<file path="config.mk">
export PLATFORM = sky130hd
export DESIGN_NAME = hilo_unit
export DESIGN_NICKNAME = d
export VERILOG_FILES = /design/src/rtl/hilo_pkg.sv /design/src/rtl/hilo_unit_div_step.sv /design/src/rtl/hilo_unit.sv
export SDC_FILE = /design/constraint.sdc
export NUM_CORES = 1
export LEC_CHECK = 0
export CAP_MARGIN = 20
export CORE_ASPECT_RATIO = 0.8
export CORE_MARGIN = 5
export CORE_UTILIZATION = 55
export DETAILED_ROUTE_END_ITERATION = 16
export PLACE_DENSITY = 0.91
export SETUP_SLACK_MARGIN = 0.05
export SLEW_MARGIN = 20
export SYNTH_ARGS = -nofsm -noshare
export SYNTH_HDL_FRONTEND = slang
export SYNTH_SLANG_ARGS = --single-unit
</file>
<file path="constraint.sdc">
create_clock -name clock -period 5.61 [get_ports clock]
set_clock_uncertainty 0.15 [all_clocks]
set_input_delay 0.8415 -clock clock [delete_from_list [all_inputs] [get_ports clock]]
set_output_delay 0.8415 -clock clock [all_outputs]
set_load 0.02 [all_outputs]
</file>
<file path="src/rtl/hilo_pkg.sv">
// Shared definitions for the HI/LO register file and its iterative divider:
// operation codes, divide step count and FSM state encodings.
package hilo_pkg;

  localparam logic [2:0] OP_NONE  = 3'd0;
  localparam logic [2:0] OP_WRMUL = 3'd1;
  localparam logic [2:0] OP_DIV   = 3'd2;
  localparam logic [2:0] OP_DIVU  = 3'd3;
  localparam logic [2:0] OP_MTHI  = 3'd4;
  localparam logic [2:0] OP_MTLO  = 3'd5;

  localparam int DIV_STEPS = 32;

  typedef enum logic [1:0] {
    S_IDLE = 2'd0,
    S_DIV  = 2'd1,
    S_FIX  = 2'd2
  } state_t;

endpackage

</file>
<file path="src/rtl/hilo_unit_div_step.sv">
// One combinational restoring-division step: shift the next dividend bit into
// the partial remainder and keep the trial difference when it is non-negative.
module div_step #(
  parameter int WIDTH = 32
) (
  input  logic [WIDTH:0] rem_in,
  input  logic [WIDTH:0] divisor,
  input  logic           dividend_bit,
  output logic [WIDTH:0] rem_out,
  output logic           q_bit
);

  localparam int RW = WIDTH + 1;

  logic [WIDTH+1:0] shifted;

  always_comb begin
    shifted = {rem_in, dividend_bit};
    q_bit   = (shifted >= {1'b0, divisor});
    rem_out = q_bit ? RW'(shifted - {1'b0, divisor}) : RW'(shifted);
  end

endmodule

</file>
<file path="src/rtl/hilo_unit.sv">
// HI/LO registers for the mMIPS datapath: captures MULTU products, services
// MTHI/MTLO and runs DIV/DIVU as a fixed 33-cycle restoring sequence.
module hilo_unit
  import hilo_pkg::*;
#(
  parameter int WIDTH = 32
) (
  input  logic             clock,
  input  logic             reset,
  input  logic             start,
  input  logic [2:0]       op,
  input  logic [WIDTH-1:0] alu_lo,
  input  logic [WIDTH-1:0] alu_hi,
  input  logic [WIDTH-1:0] a,
  input  logic [WIDTH-1:0] b,
  output logic [WIDTH-1:0] hi,
  output logic [WIDTH-1:0] lo,
  output logic             busy,
  output logic             done
);

  localparam int CNT_W = $clog2(DIV_STEPS);

  state_t             state_q, state_d;
  logic [CNT_W-1:0]   count_q, count_d;
  logic               busy_q, busy_d;
  logic               done_q, done_d;
  logic [WIDTH-1:0]   hi_q, hi_d;
  logic [WIDTH-1:0]   lo_q, lo_d;

  logic [WIDTH:0]     rem_q, rem_d;
  logic [WIDTH:0]     div_q, div_d;
  logic [WIDTH-1:0]   quo_q, quo_d;
  logic [WIDTH-1:0]   a_q, a_d;
  logic               neg_quo_q, neg_quo_d;
  logic               neg_rem_q, neg_rem_d;
  logic               div_zero_q, div_zero_d;

  logic               is_signed;
  logic [WIDTH:0]     a_ext, b_ext, mag_a, mag_b;
  logic [WIDTH-1:0]   rem_word, rem_fix, quo_fix;
  logic [WIDTH:0]     step_rem;
  logic               step_q;

  div_step #(.WIDTH(WIDTH)) u_step (
    .rem_in       (rem_q),
    .divisor      (div_q),
    .dividend_bit (quo_q[WIDTH-1]),
    .rem_out      (step_rem),
    .q_bit        (step_q)
  );

  // Magnitudes are taken on WIDTH+1 bits so the most negative value is exact.
  always_comb begin
    is_signed = (op == OP_DIV);
    a_ext     = {is_signed & a[WIDTH-1], a};
    b_ext     = {is_signed & b[WIDTH-1], b};
    mag_a     = a_ext[WIDTH] ? -a_ext : a_ext;
    mag_b     = b_ext[WIDTH] ? -b_ext : b_ext;
    rem_word  = WIDTH'(rem_q);
    rem_fix   = neg_rem_q ? -rem_word : rem_word;
    quo_fix   = neg_quo_q ? -quo_q : quo_q;
  end

  always_comb begin
    // NOTE: every _d defaults to its _q first so no path through the case
    // statement leaves a signal unassigned and infers a latch.
    state_d    = state_q;
    count_d    = count_q;
    busy_d     = busy_q;
    done_d     = 1'b0;
    hi_d       = hi_q;
    lo_d       = lo_q;
    rem_d      = rem_q;
    div_d      = div_q;
    quo_d      = quo_q;
    a_d        = a_q;
    neg_quo_d  = neg_quo_q;
    neg_rem_d  = neg_rem_q;
    div_zero_d = div_zero_q;

    case (state_q)
      S_IDLE: begin
        if (start) begin
          case (op)
            OP_WRMUL: begin
              hi_d = alu_hi;
              lo_d = alu_lo;
            end
            OP_MTHI: hi_d = a;
            OP_MTLO: lo_d = a;
            OP_DIV, OP_DIVU: begin
              state_d    = S_DIV;
              count_d    = CNT_W'(DIV_STEPS - 1);
              busy_d     = 1'b1;
              rem_d      = '0;
              div_d      = mag_b;
              quo_d      = WIDTH'(mag_a);
              a_d        = a;
              neg_quo_d  = is_signed & (a[WIDTH-1] ^ b[WIDTH-1]);
              neg_rem_d  = is_signed & a[WIDTH-1];
              div_zero_d = (b == '0);
            end
            default: ;
          endcase
        end
      end
      S_DIV: begin
        // Dividend bits leave the top of quo_q as quotient bits enter the bottom.
        rem_d = step_rem;
        quo_d = {quo_q[WIDTH-2:0], step_q};
        if (count_q == '0) begin
          state_d = S_FIX;
        end else begin
          count_d = count_q - CNT_W'(1);
        end
      end
      S_FIX: begin
        state_d = S_IDLE;
        busy_d  = 1'b0;
        done_d  = 1'b1;
        if (div_zero_q) begin
          hi_d = a_q;
          lo_d = '1;
        end else begin
          hi_d = rem_fix;
          lo_d = quo_fix;
        end
      end
      default: state_d = S_IDLE;
    endcase
  end

  // NOTE: sequential state uses non-blocking assignments so every flop samples
  // the values from before the edge, independent of statement order.
  always_ff @(posedge clock) begin
    if (!reset) begin
      state_q <= S_IDLE;
      count_q <= '0;
      busy_q  <= 1'b0;
      done_q  <= 1'b0;
      hi_q    <= '0;
      lo_q    <= '0;
    end else begin
      state_q <= state_d;
      count_q <= count_d;
      busy_q  <= busy_d;
      done_q  <= done_d;
      hi_q    <= hi_d;
      lo_q    <= lo_d;
    end
  end

  // NOTE: operand latches carry no reset; they are always loaded on the
  // accepting edge before the FSM reads them.
  always_ff @(posedge clock) begin
    rem_q      <= rem_d;
    div_q      <= div_d;
    quo_q      <= quo_d;
    a_q        <= a_d;
    neg_quo_q  <= neg_quo_d;
    neg_rem_q  <= neg_rem_d;
    div_zero_q <= div_zero_d;
  end

  assign hi   = hi_q;
  assign lo   = lo_q;
  assign busy = busy_q;
  assign done = done_q;

endmodule
</file>
==> run_results.csv, run 1 <==
group,metric,value,unit
synthesis,synthDistinctLibCells,64,
die,die_y,149,um
sta,setup_tns,0,ps
detailed_routing,drtIter0Drc,1494,
global_route,grt_pass1_vias,11600,
cells_and_area,final_area,0.0162,mm2
placement,place_area,0.0155,mm2
power_and_ir_drop,p_sw_share,27.9,%
die,rows,51,
worst_setup_path,critical_path_required,5710,ps
global_route,grt_antenna_before_repair,2,
power_and_ir_drop,p_per_area,249,mW/mm2
sta,hold_viol,0,
worst_setup_path,end_kind,"flop",
status,status,"finished clean",
clock_network,clock-sinks,206,
sta,period_needed,4080,ps
flow_run,max_cap_viol_count,0,
sta,slew-limit-headroom,28.7,%
power_and_ir_drop,p_seq_share,44.2,%
cells_and_area,drive_above_1_share,4.93,%
worst_setup_path,worstPathCellList,"inv_1 > ha_1 > inv_1 > fa_1 > a211oi_1 > o21ai_0 > nand4_1 > nand4_1 > o211ai_1 > o21ba_2 > a22o_1 > buf_4 > mux2i_1 > nor2_1",
clock_network,numCtsBuffers,23,
clock_network,path_clk_slew,60,ps
power_and_ir_drop,ir_drop,0.000173,V
placement,hpwl,29900,um
detailed_routing,routedWlPerCell,20.7,um
worst_setup_path,critPathMaxStageDelay,450,ps
placement,globalplace.congestion,0.956,
hold_path,min_path_type,"reg2reg",
synthesis,syn_area,0.0133,mm2
die,initial_core_util,55.3,%
sta,setup_viol,0,
worst_setup_path,slowest_stage,"a22o_1",
synthesis,synthFlopType,"edfxtp_1",
clock_network,cts_resized,0,
detailed_routing,num_vias,12200,
cells_and_area,fillerInstances,1856,
worst_setup_path,cp.arrival,4180,ps
power_and_ir_drop,power_switching,1130,uW
clock_network,clk_latency,510,ps
cells_and_area,utilization,67.4,%
cells_and_area,final_cells,1980,
die,die_x,184,um
sta,period_share,72.7,%
detailed_routing,drtAntennaViolNets,0,
detailed_routing,dr.pass1.iters,5,
synthesis,syn-num-nets,1670,
cells_and_area,antenna_cells,0,
die,io_pins,200,
worst_setup_path,cp-start-kind,"flop",
power_and_ir_drop,p_int,2910,uW
clock_network,h-tree-depth,1,
clock_network,post-cts-setup-buffers,0,
worst_setup_path,worstSetupPathType,"reg2reg",
synthesis,synth_cells,1496,
synthesis,ys_warn_count,0,
cells_and_area,area_delta_synth_final,21.8,%
clock_network,holdBufCountCts,0,
sta,rsz0062_at_grt,"false",
clock_network,cts_tree,"yes",
sta,hold_ws,305,ps
synthesis,async_reset_ff_share,0,%
global_route,grt_max_degree,78,
placement,io_buffers,199,
die,dieArea,0.0275,mm2
clock_network,clock_path_buffers,3,
global_route,grt_pass1_wl,63000,um
cells_and_area,final_nets,1820,
power_and_ir_drop,combPwrFrac,19.4,%
sta,slew_viol_final,0,
synthesis,synth_edf_count,133,
power_and_ir_drop,p_leak,0.00604,uW
sta,worstMarginPinSlew,1070,ps
detailed_routing,route.detailed.drc,0,
sta,max_freq,0.245,GHz
synthesis,ys_seq_area_share,40.9,%
synthesis,synth.ff_latch_count,206,
synthesis,avgSynthCellArea,8.91,um2
detailed_routing,viasPerCell,6.18,
placement,dp.cells,1939,
detailed_routing,wl,41000,um
die,coreArea,0.0241,mm2
worst_setup_path,critPathMaxFanout,11,
global_route,grt_remaining_overflow,0,
power_and_ir_drop,clkPwrFrac,36.4,%
global_route,grt_use_total,28.6,%
clock_network,cts_root_buffer,"clkbuf_16",
==> kinds of logic (layout without fill, tap and decap cells) <==
logic type               after synthesis  in the layout  share of synthesized area [%]
buffers and inverters                149            315                           4.25
AND/OR/NAND/NOR                      463            463                           16.2
multiplexers                          61             61                           4.58
flip-flops                           206            206                           40.9
other                                  1              1                         0.0281
adder cells (fa/ha/maj)               40             40                           3.81
AO/OA/AOI/OAI                        423            423                           20.1
XOR/XNOR                             153            153                           10.0
==> final timing paths <==
check                                         start                 endpoint  slack (ps)  cells after the start
worst max-delay path            quo_q[31]$_DFFE_PP_  rem_q[26]$_SDFFCE_PN0P_        1530                     14
worst min-delay path            hi[22]$_SDFFE_PN0P_      hi[22]$_SDFFE_PN0P_         300                      2
worst max register to register  quo_q[31]$_DFFE_PP_  rem_q[26]$_SDFFCE_PN0P_        1530                     14
worst min register to register  hi[22]$_SDFFE_PN0P_      hi[22]$_SDFFE_PN0P_         300                      2
==> metal layers <==
metal | vias to the layer above | global-route usage, % | part of all wire, %
li1 | 5685 | - | -
met1 | 5737 | 40.6 | 41
met2 | 698 | 45.2 | 46
met3 | 111 | 4.75 | 10
met4 | 2 | 8.35 | 3.3
met5 | - | 0 | 0.032
==> cell usage in the layout, fill, tap and decap left out, drive strengths merged, types with 8 or more instances in the layout <==
master / Yosys / final
o211a: 8 / 8
edfxtp: 133 / 133
dfxtp: 73 / 73
and2: 10 / 10
nand3: 37 / 37
a211oi: 21 / 21
a21boi: 23 / 23
or3: 17 / 17
o21ai: 124 / 124
inv: 59 / 59
nand2: 188 / 188
or4: 10 / 10
xnor2: 69 / 69
o211ai: 21 / 21
o31ai: 29 / 29
clkdlybuf4s50: 0 / 198
xor2: 84 / 84
nor2b: 24 / 24
nand4: 11 / 11
ha: 39 / 39
nor2: 101 / 101
a21oi: 100 / 100
buf: 11 / 17
mux2i: 61 / 61
a31oi: 16 / 16
nor4: 10 / 10
o41ai: 14 / 14
o22ai: 13 / 13
nor3: 21 / 21
a21o: 17 / 17
nand2b: 13 / 13
clkbuf: 79 / 35
==> power by group through the flow <==
stage	sequential, uW	clock (uW)	combinational, uW
2_1_floorplan	1820	0	429
3_3_place_gp	1810	0	745
3_5_place_dp	1820	0	766
4_1_cts	1780	1470	773
5_1_grt	1790	1540	842
6_report	1790	1470	783
==> critical path, delay by kind of cell (launching register included) <==
kind	cells	cell delay, ps
buf+inv	3	480
compound gates	5	1470
fa+ha+maj	2	620
flops	1	360
simple gates	3	500
mux	1	230
==> area by class of cell <==
class	count	area, um2	share of cell area (%)
repair buffers	215	2110	13.0
clock inverters	6	55.1	0.339
multi-input cells	1141	7350	45.2
clock buffers	35	662	4.07
inverters	59	221	1.36
flip-flops and latches	206	5460	33.6
well taps	318	398	2.45
==> state kept, by name (all words and copies together), names as in the netlist <==
| name | cells |
|---|---|
| div_q | 33 |
| rem_q | 33 |
| a_q | 32 |
| hi | 32 |
| lo | 32 |
| quo_q | 32 |
| count_q | 5 |
| state_q | 2 |
| busy | 1 |
| div_zero_q | 1 |
| done | 1 |
| neg_quo_q | 1 |
| neg_rem_q | 1 |
==> through the flow <==
stage	setup WS [ps]	power, uW
finish	1530	4040
global route	1320	4170
CTS	1630	4030
detailed placement	1540	2580
global placement	1660	2560
floorplan	932	2250
==> synthesized netlist by cell type (all sizes together), types with 6 or more instances <==
cell type / number / area, um2
nand2: 188 / 706
edfxtp: 133 / 3990
o21ai: 124 / 621
nor2: 101 / 379
a21oi: 100 / 500
xor2: 84 / 736
clkbuf: 79 / 297
dfxtp: 73 / 1460
xnor2: 69 / 604
mux2i: 61 / 611
inv: 59 / 221
ha: 39 / 488
nand3: 37 / 185
o31ai: 29 / 241
nor2b: 24 / 150
a21boi: 23 / 173
a211oi: 21 / 158
nor3: 21 / 105
o211ai: 21 / 158
a21o: 17 / 128
or3: 17 / 133
a31oi: 16 / 100
o41ai: 14 / 130
nand2b: 13 / 83.8
o22ai: 13 / 81.3
buf: 11 / 48.8
nand4: 11 / 68.8
and2: 10 / 62.6
nor4: 10 / 68.8
or4: 10 / 78.8
o211a: 8 / 80.1
and3: 7 / 43.8
or2: 7 / 43.8
a22o: 6 / 52.6
(Power assumes the default switching activity.)
==> run 2, diff against run 1 <==
--- a/config.mk
+++ b/config.mk
@@ -8,9 +8,9 @@
 export CAP_MARGIN = 20
 export CORE_ASPECT_RATIO = 0.8
 export CORE_MARGIN = 5
-export CORE_UTILIZATION = 55
+export CORE_UTILIZATION = 50
 export DETAILED_ROUTE_END_ITERATION = 16
-export PLACE_DENSITY = 0.91
+export PLACE_DENSITY = 0.88
 export SETUP_SLACK_MARGIN = 0.05
 export SLEW_MARGIN = 20
 export SYNTH_ARGS = -nofsm -noshare
==> constraint.sdc (replaced) <==
create_clock -name clock -period 3.3 [get_ports clock]
set_clock_uncertainty 0.15 [all_clocks]
set_input_delay 0.495 -clock clock [delete_from_list [all_inputs] [get_ports clock]]
set_output_delay 0.495 -clock clock [all_outputs]
set_load 0.02 [all_outputs]
==> run_results.csv, run 2 (synthesis gave the netlist of run 1 again) <==
group,metric,value,unit
power_and_ir_drop,p_per_area,414,mW/mm2
placement,globalplace.congestion,0.994,
global_route,grt_pass1_vias,12700,
clock_network,cts_tree,"yes",
cells_and_area,final_common_cell,"clkdlybuf4s50_1",
worst_setup_path,worstSetupPathType,"reg2reg",
die,dieArea,0.0301,mm2
cells_and_area,final_cells,2142,
detailed_routing,route.detailed.drc,0,
clock_network,h-tree-depth,1,
clock_network,path_clk_slew,60,ps
clock_network,cts_root_buffer,"clkbuf_16",
worst_setup_path,cp.arrival,3450,ps
sta,slew-limit-headroom,16.8,%
die,initial_core_util,50.8,%
worst_setup_path,cp-endpoint,"rem_q[16]$_SDFFCE_PN0P_",
clock_network,clk_latency,520,ps
power_and_ir_drop,combPwrFrac,22.0,%
die,die_x,193,um
power_and_ir_drop,fin_total_pwr,7290,uW
worst_setup_path,ff2ff_setup_slack,-40,ps
power_and_ir_drop,clkPwrFrac,36.7,%
detailed_routing,drtIter0Drc,1566,
clock_network,clock_path_buffers,3,
worst_setup_path,reg2reg_from,"quo_q[31]$_DFFE_PP_",
die,io_pins,200,
worst_setup_path,critPathMaxFanout,7,
placement,dp.cells,2088,
power_and_ir_drop,p_seq_share,41.3,%
power_and_ir_drop,ir_drop,0.000353,V
global_route,grt_use_total,28.9,%
placement,io_buffers,199,
sta,period_share,101,%
global_route,grt_pass1_wl,69100,um
power_and_ir_drop,power_switching,2050,uW
worst_setup_path,worstPathCellList,"inv_2 > ha_4 > inv_2 > fa_2 > a211oi_2 > o21ai_2 > nand4_1 > nand4_1 > o211ai_1 > o21ba_2 > a22o_4 > buf_12 > mux2i_2 > nor2_1",
sta,hold_viol,0,
cells_and_area,final_nets,1943,
flow_run,max_cap_viol_count,0,
sta,rsz0062_at_grt,"true",
power_and_ir_drop,p_int,5240,uW
sta,max_freq,0.299,GHz
die,die_y,156,um
global_route,grt_antenna_before_repair,1,
worst_setup_path,slowest_stage,"edfxtp_1",
sta,setup_ws,-43.9,ps
power_and_ir_drop,p_leak,0.00674,uW
detailed_routing,wl,46600,um
status,violations,"negative setup slack",
sta,slew_viol_final,0,
cells_and_area,area_delta_synth_final,32.0,%
die,rows,53,
detailed_routing,dr.pass1.iters,6,
placement,hpwl,33200,um
worst_setup_path,cp-start-kind,"flop",
detailed_routing,viasPerCell,6.18,
cells_and_area,top_regs,"div_q (33), rem_q (33)",
worst_setup_path,critical_path_required,3410,ps
detailed_routing,routedWlPerCell,21.8,um
detailed_routing,num_vias,13200,
sta,period_needed,3340,ps
worst_setup_path,critPathMaxStageDelay,390,ps
worst_setup_path,crit_start,"quo_q[31]$_DFFE_PP_",
sta,worstMarginPinSlew,1240,ps
hold_path,min_path_type,"reg2reg",
detailed_routing,drtAntennaViolNets,0,
status,status,"finished with violations",
die,coreArea,0.0263,mm2
cells_and_area,final_cell_mix,"198 x clkdlybuf4s50_1, 188 x nand2_1, 133 x edfxtp_1",
clock_network,numCtsBuffers,23,
power_and_ir_drop,p_sw_share,28.2,%
worst_setup_path,worstRegToRegCells,14,
worst_setup_path,end_kind,"flop",
global_route,grt_remaining_overflow,0,
global_route,grt_max_degree,54,
sta,setup_viol,4,
clock_network,clock-sinks,206,
cells_and_area,antenna_cells,0,
cells_and_area,drive_above_1_share,13.2,%
worst_setup_path,reg2reg_to,"rem_q[16]$_SDFFCE_PN0P_",
[run 2: changes by cell type in the layout (fill, tap and decap cells not counted), sizes merged]
cell / before / now
clkbuf: 35 / 31
bufinv: 1 / 3
clkinvlp: 1 / 0
clkinv: 4 / 9
buf: 17 / 138
[run 2: worst min-delay path by stage]
stage | startpoint | endpoint | slack [ps] | depth (start not counted)
floorplan | count_q[1]$_SDFFE_PN0P_ | count_q[1]$_SDFFE_PN0P_ | 340 | 1
global placement | hi[22]$_SDFFE_PN0P_ | hi[22]$_SDFFE_PN0P_ | 290 | 2
detailed placement | hi[22]$_SDFFE_PN0P_ | hi[22]$_SDFFE_PN0P_ | 300 | 2
CTS | hi[22]$_SDFFE_PN0P_ | hi[22]$_SDFFE_PN0P_ | 310 | 2
global route | lo[4]$_SDFFE_PN0P_ | lo[4]$_SDFFE_PN0P_ | 330 | 2
finish | hi[22]$_SDFFE_PN0P_ | hi[22]$_SDFFE_PN0P_ | 310 | 2
[run 2: layout make-up]
type | instances | area (um2)
clock inverter | 12 | 129
fill | 2008 | 8660
sequential | 206 | 5460
inverter | 59 | 221
multi-input combinational | 1141 | 7550
timing repair buffer | 338 | 3160
tap | 357 | 447
clock buffer | 29 | 639
[run 2: timing repair]
action                                  CTS  global route
endpoints found under the setup margin   34            37
hold buffers                              0             0
buffers inserted                          1             9
cloned                                    1             2
pin swaps                                 3            25
gates resized for setup                  11            35
[run 2: metrics by stage]
| step | hold slack, ps | instance area (um2) | worst slack, ps | util (%) | TNS [ps] |
|---|---|---|---|---|---|
| after floorplan | 344 | 13400 | 60.2 | - | 0 |
| after global placement | 293 | 16500 | -119 | 62.7 | -544 |
| after detailed placement | 298 | 16500 | -155 | 62.7 | -2350 |
| after CTS | 307 | 17300 | 53.9 | 66.0 | 0 |
| after global routing | 333 | 17600 | -106 | 67.0 | -1140 |
| final | 308 | 17600 | -43.9 | 67.0 | -77.9 |
[run 2: per-layer routing]
metal / routed length (um) / track usage, % / vias to the layer above
li1: - / - / 5938
met1: 18100 / 39.3 / 6221
met2: 20800 / 45.0 / 940
met3: 5910 / 7.25 / 144
met4: 1820 / 10.7 / 2
met5: 7 / 0 / -
[run 2: power groups by stage]
stage / Combinational [uW] / Sequential [uW] / Clock (uW)
finish: 1610 / 3010 / 2670
global route: 1710 / 3020 / 2810
CTS: 1500 / 3000 / 2680
detailed placement: 1460 / 3060 / 0
global placement: 1420 / 3050 / 0
floorplan: 734 / 3100 / 0
[run 2: worst max-delay path, delay by kind of cell, from the launching register on]
kind	cells	cell delay, ps
AO/OA/AOI/OAI	5	1060
adder cells (fa/ha/maj)	2	500
buffers and inverters	3	290
flip-flops	1	390
multiplexers	1	250
AND/OR/NAND/NOR	3	430
==> run 3, diff against run 2 <==
--- a/config.mk
+++ b/config.mk
@@ -5,12 +5,13 @@
 export SDC_FILE = /design/constraint.sdc
 export NUM_CORES = 1
 export LEC_CHECK = 0
+export ABC_AREA = 1
 export CAP_MARGIN = 20
 export CORE_ASPECT_RATIO = 0.8
 export CORE_MARGIN = 5
-export CORE_UTILIZATION = 50
+export CORE_UTILIZATION = 55
 export DETAILED_ROUTE_END_ITERATION = 16
-export PLACE_DENSITY = 0.88
+export PLACE_DENSITY = 0.9
 export SETUP_SLACK_MARGIN = 0.05
 export SLEW_MARGIN = 20
 export SYNTH_ARGS = -nofsm -noshare
==> constraint.sdc (replaced) <==
create_clock -name clock -period 3.9 [get_ports clock]
set_clock_uncertainty 0.15 [all_clocks]
set_input_delay 0.585 -clock clock [delete_from_list [all_inputs] [get_ports clock]]
set_output_delay 0.585 -clock clock [all_outputs]
set_load 0.02 [all_outputs]
==> run_results.csv, run 3 <==
group,metric,value,unit
status,status,"finished clean",
detailed_routing,viasPerCell,5.92,
die,rows,54,
clock_network,holdBufCountCts,0,
cells_and_area,final_area,0.0183,mm2
hold_path,min_path_type,"reg2reg",
synthesis,synthMuxAreaShare,0,%
global_route,grt_pass1_vias,15400,
worst_setup_path,ff2ff_setup_slack,840,ps
clock_network,h-tree-depth,1,
sta,hold_ws,319,ps
worst_setup_path,end_kind,"flop",
worst_setup_path,worstRegToRegCells,12,
die,dieArea,0.0312,mm2
clock_network,clk_latency,540,ps
synthesis,synth_fa_ha_area_share,3.33,%
clock_network,numCtsBuffers,24,
cells_and_area,drive_above_1_share,3.68,%
detailed_routing,routedWlPerCell,20.5,um
cells_and_area,utilization,67.1,%
synthesis,synthFlopType,"edfxtp_1",
detailed_routing,num_vias,17000,
synthesis,synth.ff_latch_count,206,
global_route,grt_max_degree,66,
worst_setup_path,cp.arrival,3310,ps
synthesis,async_reset_ff_share,0,%
worst_setup_path,crit_start,"rem_q[24]$_SDFFCE_PN0P_",
die,io_pins,200,
detailed_routing,route.detailed.drc,0,
power_and_ir_drop,p_leak,0.00826,uW
global_route,grt_use_total,36.1,%
clock_network,clock-sinks,206,
synthesis,synth_top_family_by_area,"simple AND/OR/NAND/NOR gates",
global_route,grt_antenna_before_repair,2,
power_and_ir_drop,ir_drop,0.000338,V
global_route,grt_remaining_overflow,0,
synthesis,netlist.area_leader.share,26.2,%
clock_network,cts_resized,0,
die,die_y,159,um
global_route,grt_pass1_wl,89100,um
sta,setup_viol,0,
synthesis,synth_compound_area_share,12.8,%
worst_setup_path,reg2reg_from,"rem_q[24]$_SDFFCE_PN0P_",
clock_network,path_clk_slew,60,ps
die,coreArea,0.0273,mm2
synthesis,synth_common_cells,"717 x nand2_1, 298 x inv_1, 236 x nor2_1",
synthesis,yosysMostFrequentCell,"nand2_1",
detailed_routing,dr.pass1.iters,6,
detailed_routing,drtIter0Drc,2709,
synthesis,synth_top_cells_by_area,"edfxtp_1 26%, nand2_1 18%, dfxtp_1 9.6%, inv_1 7.3%, nand3_1 6.7%",
flow_run,max_cap_viol_count,0,
cells_and_area,antenna_cells,0,
worst_setup_path,worstSetupPathType,"reg2reg",
synthesis,syn-num-nets,2486,
worst_setup_path,cp-start-kind,"flop",
synthesis,synth_edf_count,133,
sta,hold_viol,0,
cells_and_area,final_common_cell,"nand2_1",
sta,rsz0062_at_grt,"false",
placement,hpwl,45700,um
clock_network,cts_root_buffer,"clkbuf_16",
hold_path,hold-path-cell-count,2,
sta,setup_tns,0,ps
hold_path,min_from,"lo[3]$_SDFFE_PN0P_",
power_and_ir_drop,p_per_area,343,mW/mm2
placement,io_buffers,199,
synthesis,avgSynthCellArea,6.59,um2
worst_setup_path,reg2reg_to,"rem_q[16]$_SDFFCE_PN0P_",
sta,max_freq,0.327,GHz
sta,period_needed,3060,ps
cells_and_area,area_delta_synth_final,20.2,%
sta,period_share,78.5,%
worst_setup_path,cp-endpoint,"rem_q[16]$_SDFFCE_PN0P_",
detailed_routing,drtAntennaViolNets,0,
synthesis,synthDistinctLibCells,47,
synthesis,synth_xor_area_share,4.31,%
synthesis,synth_largest_area_cell,"edfxtp_1",
clock_network,cts_tree,"yes",
detailed_routing,wl,58800,um
placement,globalplace.congestion,1.06,
clock_network,post-cts-setup-buffers,0,
die,initial_core_util,55.8,%
sta,slew_viol_final,0,
cells_and_area,final_nets,2656,
worst_setup_path,critPathMaxFanout,34,
synthesis,ys_seq_area_share,35.8,%
cells_and_area,top_regs,"div_q (33), rem_q (33)",
synthesis,ys_warn_count,0,
synthesis,synth-simple-area-share,33.7,%
synthesis,syn_area,0.0152,mm2
worst_setup_path,critical_path_required,4150,ps
clock_network,clock_path_buffers,3,
placement,place_area,0.0175,mm2
sta,slew-limit-headroom,45.8,%
synthesis,synth_cells,2312,
cells_and_area,final_cell_mix,"716 x nand2_1, 298 x inv_1, 235 x nor2_1",
die,die_x,196,um
sta,worstMarginPinSlew,804,ps
run 3: cell count changes in the layout (fill, tap and decap cells not counted), sizes merged, moves of 60 or more:
cell and delta:
mux2i -61, inv +245, nor2 +143, o21ai +60, nand3 +169, nand2 +536, buf -115
run 3: worst min path at each step:
stage                                    to  slack [ps]
floorplan           count_q[1]$_SDFFE_PN0P_         320
global placement        lo[27]$_SDFFE_PN0P_         300
detailed placement      lo[14]$_SDFFE_PN0P_         310
CTS                     lo[14]$_SDFFE_PN0P_         320
global route            lo[25]$_SDFFE_PN0P_         340
finish                   lo[3]$_SDFFE_PN0P_         320
run 3: kinds of logic (layout without fill, tap and decap cells):
family          after synthesis  after routing
flops                       206            206
compound gates              369            369
buf+inv                     382            570
fa+ha+maj                    40             40
other cells                   1              1
xor+xnor                     75             75
simple gates               1239           1239
run 3: cell type report:
cell class	count	area (um2)
fill	2452	8970
multi-input combinational	1724	8290
sequential	206	5460
timing repair buffer	222	2180
inverter	304	1140
clock buffer	31	658
tap	364	455
clock inverter	13	148
run 3: critical path, stage by stage (launching register included):
cell and delay, ps:
edfxtp_1 560, ha_1 500, nand2_1 140, nand2_1 80, a21oi_1 160, nand2_1 110, nand2_1 70, nand3_1 70
nor2_2 130, nand2_4 220, nor2_8 490, nand2_1 120, nand2_1 90
run 3: per-layer routing:
| metal | part of all wire (%) | global-route usage [%] |
|---|---|---|
| met5 | 0.019 | 0 |
| met4 | 2.5 | 7.84 |
| met3 | 16 | 12.4 |
| met2 | 39 | 49.5 |
| met1 | 42 | 54.8 |
run 3: power breakdown:
part | switching (uW) | internal (uW)
Clock | 968 | 1390
Sequential | 116 | 2470
Combinational | 852 | 487
run 3: per-stage QoR:
| step | cells | power (uW) | setup slack, ps |
|---|---|---|---|
| after floorplan | 2312 | 3340 | 317 |
| final | 2864 | 6280 | 838 |
| after CTS | 2864 | 6230 | 917 |
| after global placement | 2820 | 3880 | 846 |
| after global routing | 2864 | 6490 | 604 |
| after detailed placement | 2820 | 3910 | 766 |
==> patch (flow settings as in run 2) <==
Make the reset (`reset`) asynchronous in one clocked block.
--- a/src/rtl/hilo_unit.sv
+++ b/src/rtl/hilo_unit.sv
@@ -135,3 +135,3 @@
   // the values from before the edge, independent of statement order.
-  always_ff @(posedge clock) begin
+  always_ff @(posedge clock or negedge reset) begin
     if (!reset) begin
Check against the original RTL: differs if reset is asserted again (counterexample within 4 cycles, from zero or initial values and one cycle with reset low); with reset held inactive, the same outputs for 4 cycles.
==> patch against run 2 <==
Setup slack worse by 0.22 ns. Sequential cell count unchanged. The run still ends with setup timing left. Count of clock-buffer cells in the layout up 2. Cell area up 2.2%. Routed wire length down 7.0%. Area after synthesis up 1.3%. Synthesized cell count down 3.3%. Fmax down 6.2%. Highest routed layer is now met4. Critical path depth up 2. Cell count down 0.70%.
Power is not compared: it rests on default switching activity, and its combinational part moved more than twofold at a synthesized area within 25%.
==> patch: results (changes against run 2) <==
- The fraction of registers with async set or reset after synthesis is 0.354 (+0.354).
- The count of buffers added by post-CTS timing repair for setup came to 5 (+4).
- The routed wire length on met2 came to 20000 um (-4.1%).
- The checks that failed: setup timing.
- The final worst setup slack was -0.265 ns (-0.221 ns).
- The flow ran to the end, but the final reports show violations.
- The total detailed-routing wirelength was 43400 um (-7.0%).
- The arrival time of the worst setup path was 3.66 ns (+0.21 ns).
- The global-route wire length before repair is 67300 um (-2.5%).
- The pin count of the biggest net entering global routing is 74 (+37%).
- The count of vias placed by the detailed router is 12800 (-3.5%).
- The worst reg-to-reg path cell count is 16 (+2).
- The share of synthesized area occupied by flip-flops and latches is 0.431 (+0.0219).
- The worst slack at placement is -0.345 ns (-0.189 ns).
- The headroom to the max-slew limit is 0.341 (+0.173).
- The placed cell count is 2072 (-0.77%).
- The number of setup violations in the final report is 34 (+30).
- The total number of nets in the final design came to 1925 (-0.93%).
- The number of DRC violations after detailed-routing iteration 0 came to 1252 (-20%).
- The uppermost signal routing layer after detailed routing is met4.
- The number of instances in the synthesized netlist is 1446 (-3.3%).
- The met3 global-route usage is 0.0533 (-0.0192).
- The reg-to-reg critical path endpoint is rem_q[1].
- The total negative setup slack is -6.80 ns (-6.73 ns).
- The ratio of cells with drive above 1 in the final layout is 0.148 (+0.0154).
- The weighted congestion at the end of routability-driven global placement came to 0.900 (-9.5%).
- The estimated wirelength of the detail-placed design is 31200 um (-6.3%).
## patch: worst min-delay path by stage
stage | start | end | slack, ns
after global placement | lo[5] | lo[5] | 0.31
final | hi[2] | hi[2] | 0.33
after global routing | lo[12] | lo[12] | 0.34
after CTS | reset | lo[16] | 0.04
after floorplan | reset | busy | 0.05
after detailed placement | lo[8] | lo[8] | 0.31
## patch: logic make-up after synthesis
kind of cell               share of synthesized area
adders and majority gates                     0.0376
xor gates and xnor gates                      0.0960
other                                       0.000278
DFF                                            0.431
muxes                                         0.0498
buffers and inverters                         0.0406
AOI/OAI and AO/OA                              0.205
and+or+nand+nor                                0.139
## patch: final cells by class
type / instances / area (um2)
Antenna cell: 2 / 5.00
Clock buffer: 31 / 646
Clock inverter: 11 / 133
Fill cell: 1968 / 8480
Inverter: 62 / 233
Multi-Input combinational cell: 1101 / 7370
Sequential cell: 206 / 5820
Tap cell: 357 / 447
Timing Repair Buffer: 357 / 3330
